**src/rtl/regfile_mp.sv**
```systemverilog
`default_nettype none
// ============================================================================
// Module      : regfile_mp
// Description : Parametrised multi-port register file with two prioritised
//               write ports, synchronous clear, optional hardwired-zero entry 0
//               and a per-entry busy scoreboard. Define REGFILE_MP_BYPASS_EN
//               for same-cycle write-to-read forwarding.
// Revision    : 1.0 - initial release
// ============================================================================
module regfile_mp #(
    parameter int DATA_W   = 8,
    parameter int ADDR_W   = 3,
    parameter int NUM_RD   = 2,
    parameter int ZERO_REG = 0
) (
    input  logic                     clk,
    input  logic                     rst,
    input  logic                     wr0_en,
    input  logic [ADDR_W-1:0]        wr0_addr,
    input  logic [DATA_W-1:0]        wr0_data,
    input  logic                     wr1_en,
    input  logic [ADDR_W-1:0]        wr1_addr,
    input  logic [DATA_W-1:0]        wr1_data,
    input  logic [NUM_RD*ADDR_W-1:0] rd_addr,
    output logic [NUM_RD*DATA_W-1:0] rd_data,
    output logic [NUM_RD-1:0]        rd_busy,
    input  logic                     bsy_set_en,
    input  logic [ADDR_W-1:0]        bsy_set_addr,
    output logic [(2**ADDR_W)-1:0]   busy_vec
);

    localparam int   c_DEPTH   = 2**ADDR_W;
    localparam logic c_ZERO_EN = (ZERO_REG != 0);

    logic [DATA_W-1:0]  r_mem [c_DEPTH];
    logic [c_DEPTH-1:0] r_busy;

    logic               w_wr0_ok;
    logic               w_wr1_ok;
    logic               w_set_ok;
    logic [c_DEPTH-1:0] w_busy_nxt;

    // Set is applied after the write clears so a newly issued producer wins.
    always_comb begin
        w_wr0_ok   = wr0_en     && !(c_ZERO_EN && (wr0_addr == '0));
        w_wr1_ok   = wr1_en     && !(c_ZERO_EN && (wr1_addr == '0));
        w_set_ok   = bsy_set_en && !(c_ZERO_EN && (bsy_set_addr == '0));
        w_busy_nxt = r_busy;
        if (w_wr0_ok) w_busy_nxt[wr0_addr]     = 1'b0;
        if (w_wr1_ok) w_busy_nxt[wr1_addr]     = 1'b0;
        if (w_set_ok) w_busy_nxt[bsy_set_addr] = 1'b1;
    end

    // wr1 is written last so it overrides wr0 on an address collision.
    always_ff @(posedge clk) begin
        if (rst) begin
            for (int i = 0; i < c_DEPTH; i++) r_mem[i] <= '0;
            r_busy <= '0;
        end else begin
            if (w_wr0_ok) r_mem[wr0_addr] <= wr0_data;
            if (w_wr1_ok) r_mem[wr1_addr] <= wr1_data;
            r_busy <= w_busy_nxt;
        end
    end

    assign busy_vec = r_busy;

    for (genvar k = 0; k < NUM_RD; k++) begin : g_rd
        logic [ADDR_W-1:0] w_addr;
        logic [DATA_W-1:0] w_data;
        logic              w_bsy;

        assign w_addr = rd_addr[k*ADDR_W +: ADDR_W];

        always_comb begin
            w_data = r_mem[w_addr];
            w_bsy  = r_busy[w_addr];
`ifdef REGFILE_MP_BYPASS_EN
            if (w_wr0_ok && (wr0_addr == w_addr)) begin
                w_data = wr0_data;
                w_bsy  = w_busy_nxt[w_addr];
            end
            if (w_wr1_ok && (wr1_addr == w_addr)) begin
                w_data = wr1_data;
                w_bsy  = w_busy_nxt[w_addr];
            end
`endif
            if (c_ZERO_EN && (w_addr == '0)) begin
                w_data = '0;
                w_bsy  = 1'b0;
            end
        end

        assign rd_data[k*DATA_W +: DATA_W] = w_data;
        assign rd_busy[k]                  = w_bsy;
    end

endmodule
`default_nettype wire

```
**config.mk**
```make
export PLATFORM = sky130hd
export DESIGN_NAME = regfile_mp
export DESIGN_NICKNAME = d
export VERILOG_FILES = /design/src/rtl/regfile_mp.sv
export SDC_FILE = /design/constraint.sdc
export NUM_CORES = 1
export LEC_CHECK = 0
export ABC_AREA = 1
export CAP_MARGIN = 10
export CORE_UTILIZATION = 50
export DETAILED_ROUTE_END_ITERATION = 10
export PLACE_DENSITY_LB_ADDON = 0.05
export REMOVE_ABC_BUFFERS = 1
export SLEW_MARGIN = 40
export SYNTH_ARGS = -nofsm -noshare
export SYNTH_HDL_FRONTEND = slang
export SYNTH_SLANG_ARGS = --single-unit
export TNS_END_PERCENT = 50
```
**constraint.sdc**
```tcl
create_clock -name clk -period 1.4 [get_ports clk]
set_clock_uncertainty 0.15 [all_clocks]
set_input_delay 0.14 -clock clk [delete_from_list [all_inputs] [get_ports clk]]
set_output_delay 0.14 -clock clk [all_outputs]
set_load 0.02 [all_outputs]
```
# Word level (Yosys, flattened, before mapping)
# Memory sizes are Yosys's and may differ from the RTL's.
# Cells that the tools add are included.
[totals] regBits=8 latch_bits=0 mem_bits_rw=64 romBits=0 inputBits=36 out_inout_bits=26 memories=1
[memory_table] name="r_mem" depth=8 word_bits=8 rd=2 rd_ports_with_merged_regs=0 wr=8 line="35" rtl="logic [DATA_W-1:0] r_mem [c_DEPTH];"
[op_classes] addsub=0 multipliers=0 n_div=0 magnitude_cmp=8 n_eq_ne=0 shift=0 n_mux=27 n_bitwise=5 n_reduce_logical=5
[ops] cell="$mux 8" n=5
[ops] cell="$lt 3x4->1 const B" n=5
[ops] cell="$and 8x8->8" n=2
[ops] cell="$not 8->8" n=2
[ops] cell="$reduce_or 8->1" n=2
[ops] cell="$mux 1" n=15
[ops] cell="$demux 1 s3" n=3
[ops] cell="$ge 3x1->1 const B" n=3
[ops] cell="$or 8x8->8" n=1
[ops] cell="$bmux 1 s3" n=2
[ops] cell="$mux 3" n=2
[ops] cell="$logic_and 1x1->1" n=3

# Longest topological paths before layout
[logic_depth] ltp_word=11 mapped_depth=9 ltp_nobuf=7

# Worst setup path before layout
# OpenSTA, ideal clock, no wires.
[synth_timing] path_type="input-to-reg" from="input wr0_addr[0]" to="memory r_mem[6][0] (enable)" setup_time_ps=384 t_arrival_ps=948 required_ps=866 path_slack_ps=-82 path_stages=3 n_path_buf=0 path_cell_list="inv_1 -> nand2_1 -> o21ai_0"
[synth_lines] element="from (decl)" line="19" rtl="input logic [ADDR_W-1:0] wr0_addr,"
[synth_lines] element="to (decl)" line="35"

==> flow_metrics.env <==
export IMPL_clkTransAtPathRegs_ns=0.08
export IMPL_cp_end_kind="output port"
export IMPL_synth_seq_cells=72
export IMPL_final_max_slew_viol_count=0
export IMPL_whs_ns=0.1445
export IMPL_pwr_share_comb=0.269
export IMPL_clkLatencyLatePin_ns=0.35
export IMPL_maxSlewHeadroom=0.7715
export IMPL_maxCapViolations=0
export IMPL_cts_buffers=9
export IMPL_timing_critical_path_mode_cell="nand2_1"
export IMPL_h_tree_depth=3
export IMPL_vias=5798
export IMPL_synth_top_cell_by_area="edfxtp_1"
export IMPL_synth_commonest_cells="nand2_1, nand3_1, inv_1, edfxtp_1, buf_2"
export IMPL_failed_checks="negative setup slack"
export IMPL_synth_cells=803
export IMPL_io_pins=62
export IMPL_rsz0062_at_grt="yes"
export IMPL_synth_flop_cell="edfxtp_1"
export IMPL_fp_dieH_um=104.0
export IMPL_clock_sinks=72
export IMPL_min_from="wr0_addr[0]"
export IMPL_crit_required_ns=1.11
export IMPL_swShare=0.3032
export IMPL_period_needed_ns=1.680
export IMPL_worst_slack_ns=-0.2796
export IMPL_placed_area_mm2=0.006506
export IMPL_drtPass1Iterations=5
export IMPL_critical_path_class="flop to output port"
export IMPL_hold_depth=5
export IMPL_rows=36
export IMPL_ctsRootBufferMaster="clkbuf_8"
export IMPL_core_region_area_mm2=0.009910
export IMPL_status="complete, but fails checks"
export IMPL_first_iter_violations=575
export IMPL_ff2ff_path_depth=6
export IMPL_wire_per_inst_um=17.03
export IMPL_reg2reg_to="busy_vec[5]"
export IMPL_intPower_mw=4.127
export IMPL_fillers=836
export IMPL_grt_pass1_wl_um=26950
export IMPL_port_buffers=61
export IMPL_start_kind="flop"
export IMPL_worst_pin_slew_ns=0.3417
export IMPL_post_route_drc_count=0
export IMPL_setup_viol_count_final=18
export IMPL_cts_tree="done"
export IMPL_fmax_mhz=595.4
export IMPL_worstPathArrival_ns=1.39
export IMPL_yosysSeqAreaShare=0.4001
export IMPL_totalPowerFinal_mw=5.923
export IMPL_yosys_warnings=0
export IMPL_initial_utilization=0.5251
export IMPL_clk_path_buf_depth=2
export IMPL_die_w_um=104.0
export IMPL_syn_area_mm2=0.005204
export IMPL_hpwl_um=13190
export IMPL_routabilityCongestion=0.9409
export IMPL_overflow=0
export IMPL_hold_viol=0
export IMPL_synth_cell_types=24
export IMPL_diodes=0
export IMPL_grtUsageTotal=0.3231
export IMPL_synth_area_top_cells="edfxtp_1, nand2_1, nand3_1"
export IMPL_ant_nets=0
export IMPL_drt_total_wl_um=17870
export IMPL_cp_slowest_stage_delay_ns=0.47
export IMPL_layout_area_seq_mm2=0.002095
export IMPL_grt_max_degree=37
export IMPL_placed_cells=1029
export IMPL_synth_top_area_frac=0.3693
export IMPL_ir_drop_uv=803.1
export IMPL_dieArea_mm2=0.01082
export IMPL_vias_per_cell=5.527
export IMPL_postLayoutCellArea_mm2=0.007042
export IMPL_multi_input_area_mm2=0.002745
export IMPL_hold_end="busy_vec[6]"
export IMPL_grt_pass1_vias=5195
export IMPL_path_cells="inv_2 > nand2_1 > nand3_1 > nand2_1 > nand2_1 > nand2_1 > buf_6"
export IMPL_power_density_mw_per_mm2=841.1
export IMPL_avgSynthCellArea_um2=6.480
export IMPL_finalNonFillerCells=1049
export IMPL_antenna_found_initial=0
export IMPL_rr_startpoint="busy_vec[5]"
export IMPL_area_delta_synth_final_pct=35.32
export IMPL_p_clk_frac=0.291
export IMPL_async_reset_ff_frac=0
export IMPL_synth_edf_count=64
export IMPL_nets=949
export IMPL_fin_setup_tns_ns=-4.117
export IMPL_p_leak_nw=3.622
export IMPL_p_seq_frac=0.440
export IMPL_r2r_slack_ns=0.31
export IMPL_hp_class="input port to flop"
export IMPL_yosys_cell_count_top_type="nand2_1"
export IMPL_fin_crit_sh=1.200
export IMPL_switchingPower_mw=1.796
export IMPL_crit_fanout=2
export IMPL_drive_gt1_frac=0.2718
export IMPL_cpMaxStageDelayCell="edfxtp_1"
## power by group through the flow
stage / clock network [mW] / registers (mW) / logic (mW)
after floorplan: 0 / 2.59 / 0.648
after global placement: 0 / 2.63 / 1.44
after detailed placement: 0 / 2.64 / 1.46
after CTS: 1.72 / 2.59 / 1.47
after global routing: 1.81 / 2.61 / 1.71
final: 1.72 / 2.60 / 1.59
## logic make-up (layout without fill, tap and decap cells)
kind of cell / Yosys count / count (layout) / synth area share
AND/OR/NAND/NOR: 571 / 571 / 0.4708
flip-flops: 72 / 72 / 0.4001
AO/OA/AOI/OAI: 11 / 11 / 0.01058
buffers and inverters: 149 / 262 / 0.1185
## state kept, by name (all words and copies together), names as in the netlist
name / flops
busy_vec: 8
r_mem: 64
## how the worst max path moves through the flow
stage,start,to,cells after the start
after floorplan,wr0_addr[0],r_mem[6][0],3
after global placement,rd_addr[3],rd_data[12],8
after detailed placement,rd_addr[3],rd_busy[1],8
after CTS,r_mem[4][4],rd_data[4],7
after global routing,r_mem[4][2],rd_data[10],7
final,r_mem[4][2],rd_data[2],7
## through the flow
step                      setup slack (ns)  utilization
after floorplan                   -0.08233            -
after global placement             -0.8169       0.6566
after detailed placement           -0.8627       0.6566
after CTS                          -0.2710       0.6793
after global routing               -0.3695       0.7106
final                              -0.2796       0.7106
## metal layers
layer / wire [µm] / vias to the layer above / part of all wire / GRT usage
li1: - / 2724 / - / -
met1: 7269 / 2626 / 0.41 / 0.4395
met2: 8194 / 391 / 0.46 / 0.5033
met3: 1783 / 57 / 0.10 / 0.06454
met4: 621 / 0 / 0.035 / 0.1327
met5: 0 / - / 0 / 0
## repair_timing
| item | CTS | global route |
|---|---|---|
| cloned | 0 | 1 |
| gates resized for setup | 151 | 112 |
| endpoints found under the setup margin | 56 | 142 |
| hold buffers | 0 | 0 |
| endpoints found under the hold margin | 0 | 0 |
| buffers inserted | 1 | 4 |
| pin swaps | 17 | 32 |
## critical path, delay by kind of cell, from the launching register on
kind                   cells  cell delay, ns
buffers and inverters      2            0.23
and+or+nand+nor            5            0.34
DFF                        1            0.47
## cell type report
class | instances | area share
repair buffers | 142 | 0.2004
clock buffers | 10 | 0.01812
flip-flops and latches | 72 | 0.2974
multi-input cells | 582 | 0.3898
repair inverters | 1 | 0.0008884
well taps | 133 | 0.02363
inverters | 105 | 0.05952
clock inverters | 4 | 0.01013
## layout by cell type, fill, tap and decap left out
| cell type | netlist | final |
|---|---|---|
| bufinv_16 | 0 | 2 |
| nor2_1 | 12 | 7 |
| clkdlybuf4s50_1 | 0 | 22 |
| edfxtp_1 | 64 | 64 |
| clkinv_2 | 0 | 2 |
| nand3_1 | 138 | 124 |
| nand3_2 | 4 | 14 |
| nor2_2 | 6 | 5 |
| dfxtp_2 | 0 | 7 |
| buf_6 | 1 | 19 |
| clkinvlp_4 | 0 | 1 |
| nand2_4 | 0 | 1 |
| nand2_2 | 6 | 42 |
| inv_2 | 9 | 33 |
| inv_1 | 90 | 60 |
| clkbuf_2 | 0 | 1 |
| buf_12 | 0 | 14 |
| inv_4 | 1 | 6 |
| buf_2 | 26 | 6 |
| a21oi_1 | 1 | 1 |
| nor2_4 | 5 | 11 |
| nand2_1 | 392 | 355 |
| nand3_4 | 0 | 4 |
| clkdlybuf4s15_2 | 0 | 4 |
| dlymetal6s2s_1 | 0 | 8 |
| nor3b_1 | 1 | 1 |
| inv_6 | 0 | 1 |
| buf_4 | 4 | 63 |
| clkbuf_1 | 12 | 1 |
| o21ai_1 | 2 | 3 |
| dlygate4sd2_1 | 0 | 5 |
| clkinv_4 | 0 | 1 |
| clkbuf_8 | 0 | 9 |
| o21ai_0 | 8 | 7 |
| nand4_1 | 5 | 5 |
| clkinv_1 | 5 | 4 |
| dfxtp_4 | 0 | 1 |
| nor3_4 | 2 | 2 |
Note: power is estimated with default switching activity, not from simulation.
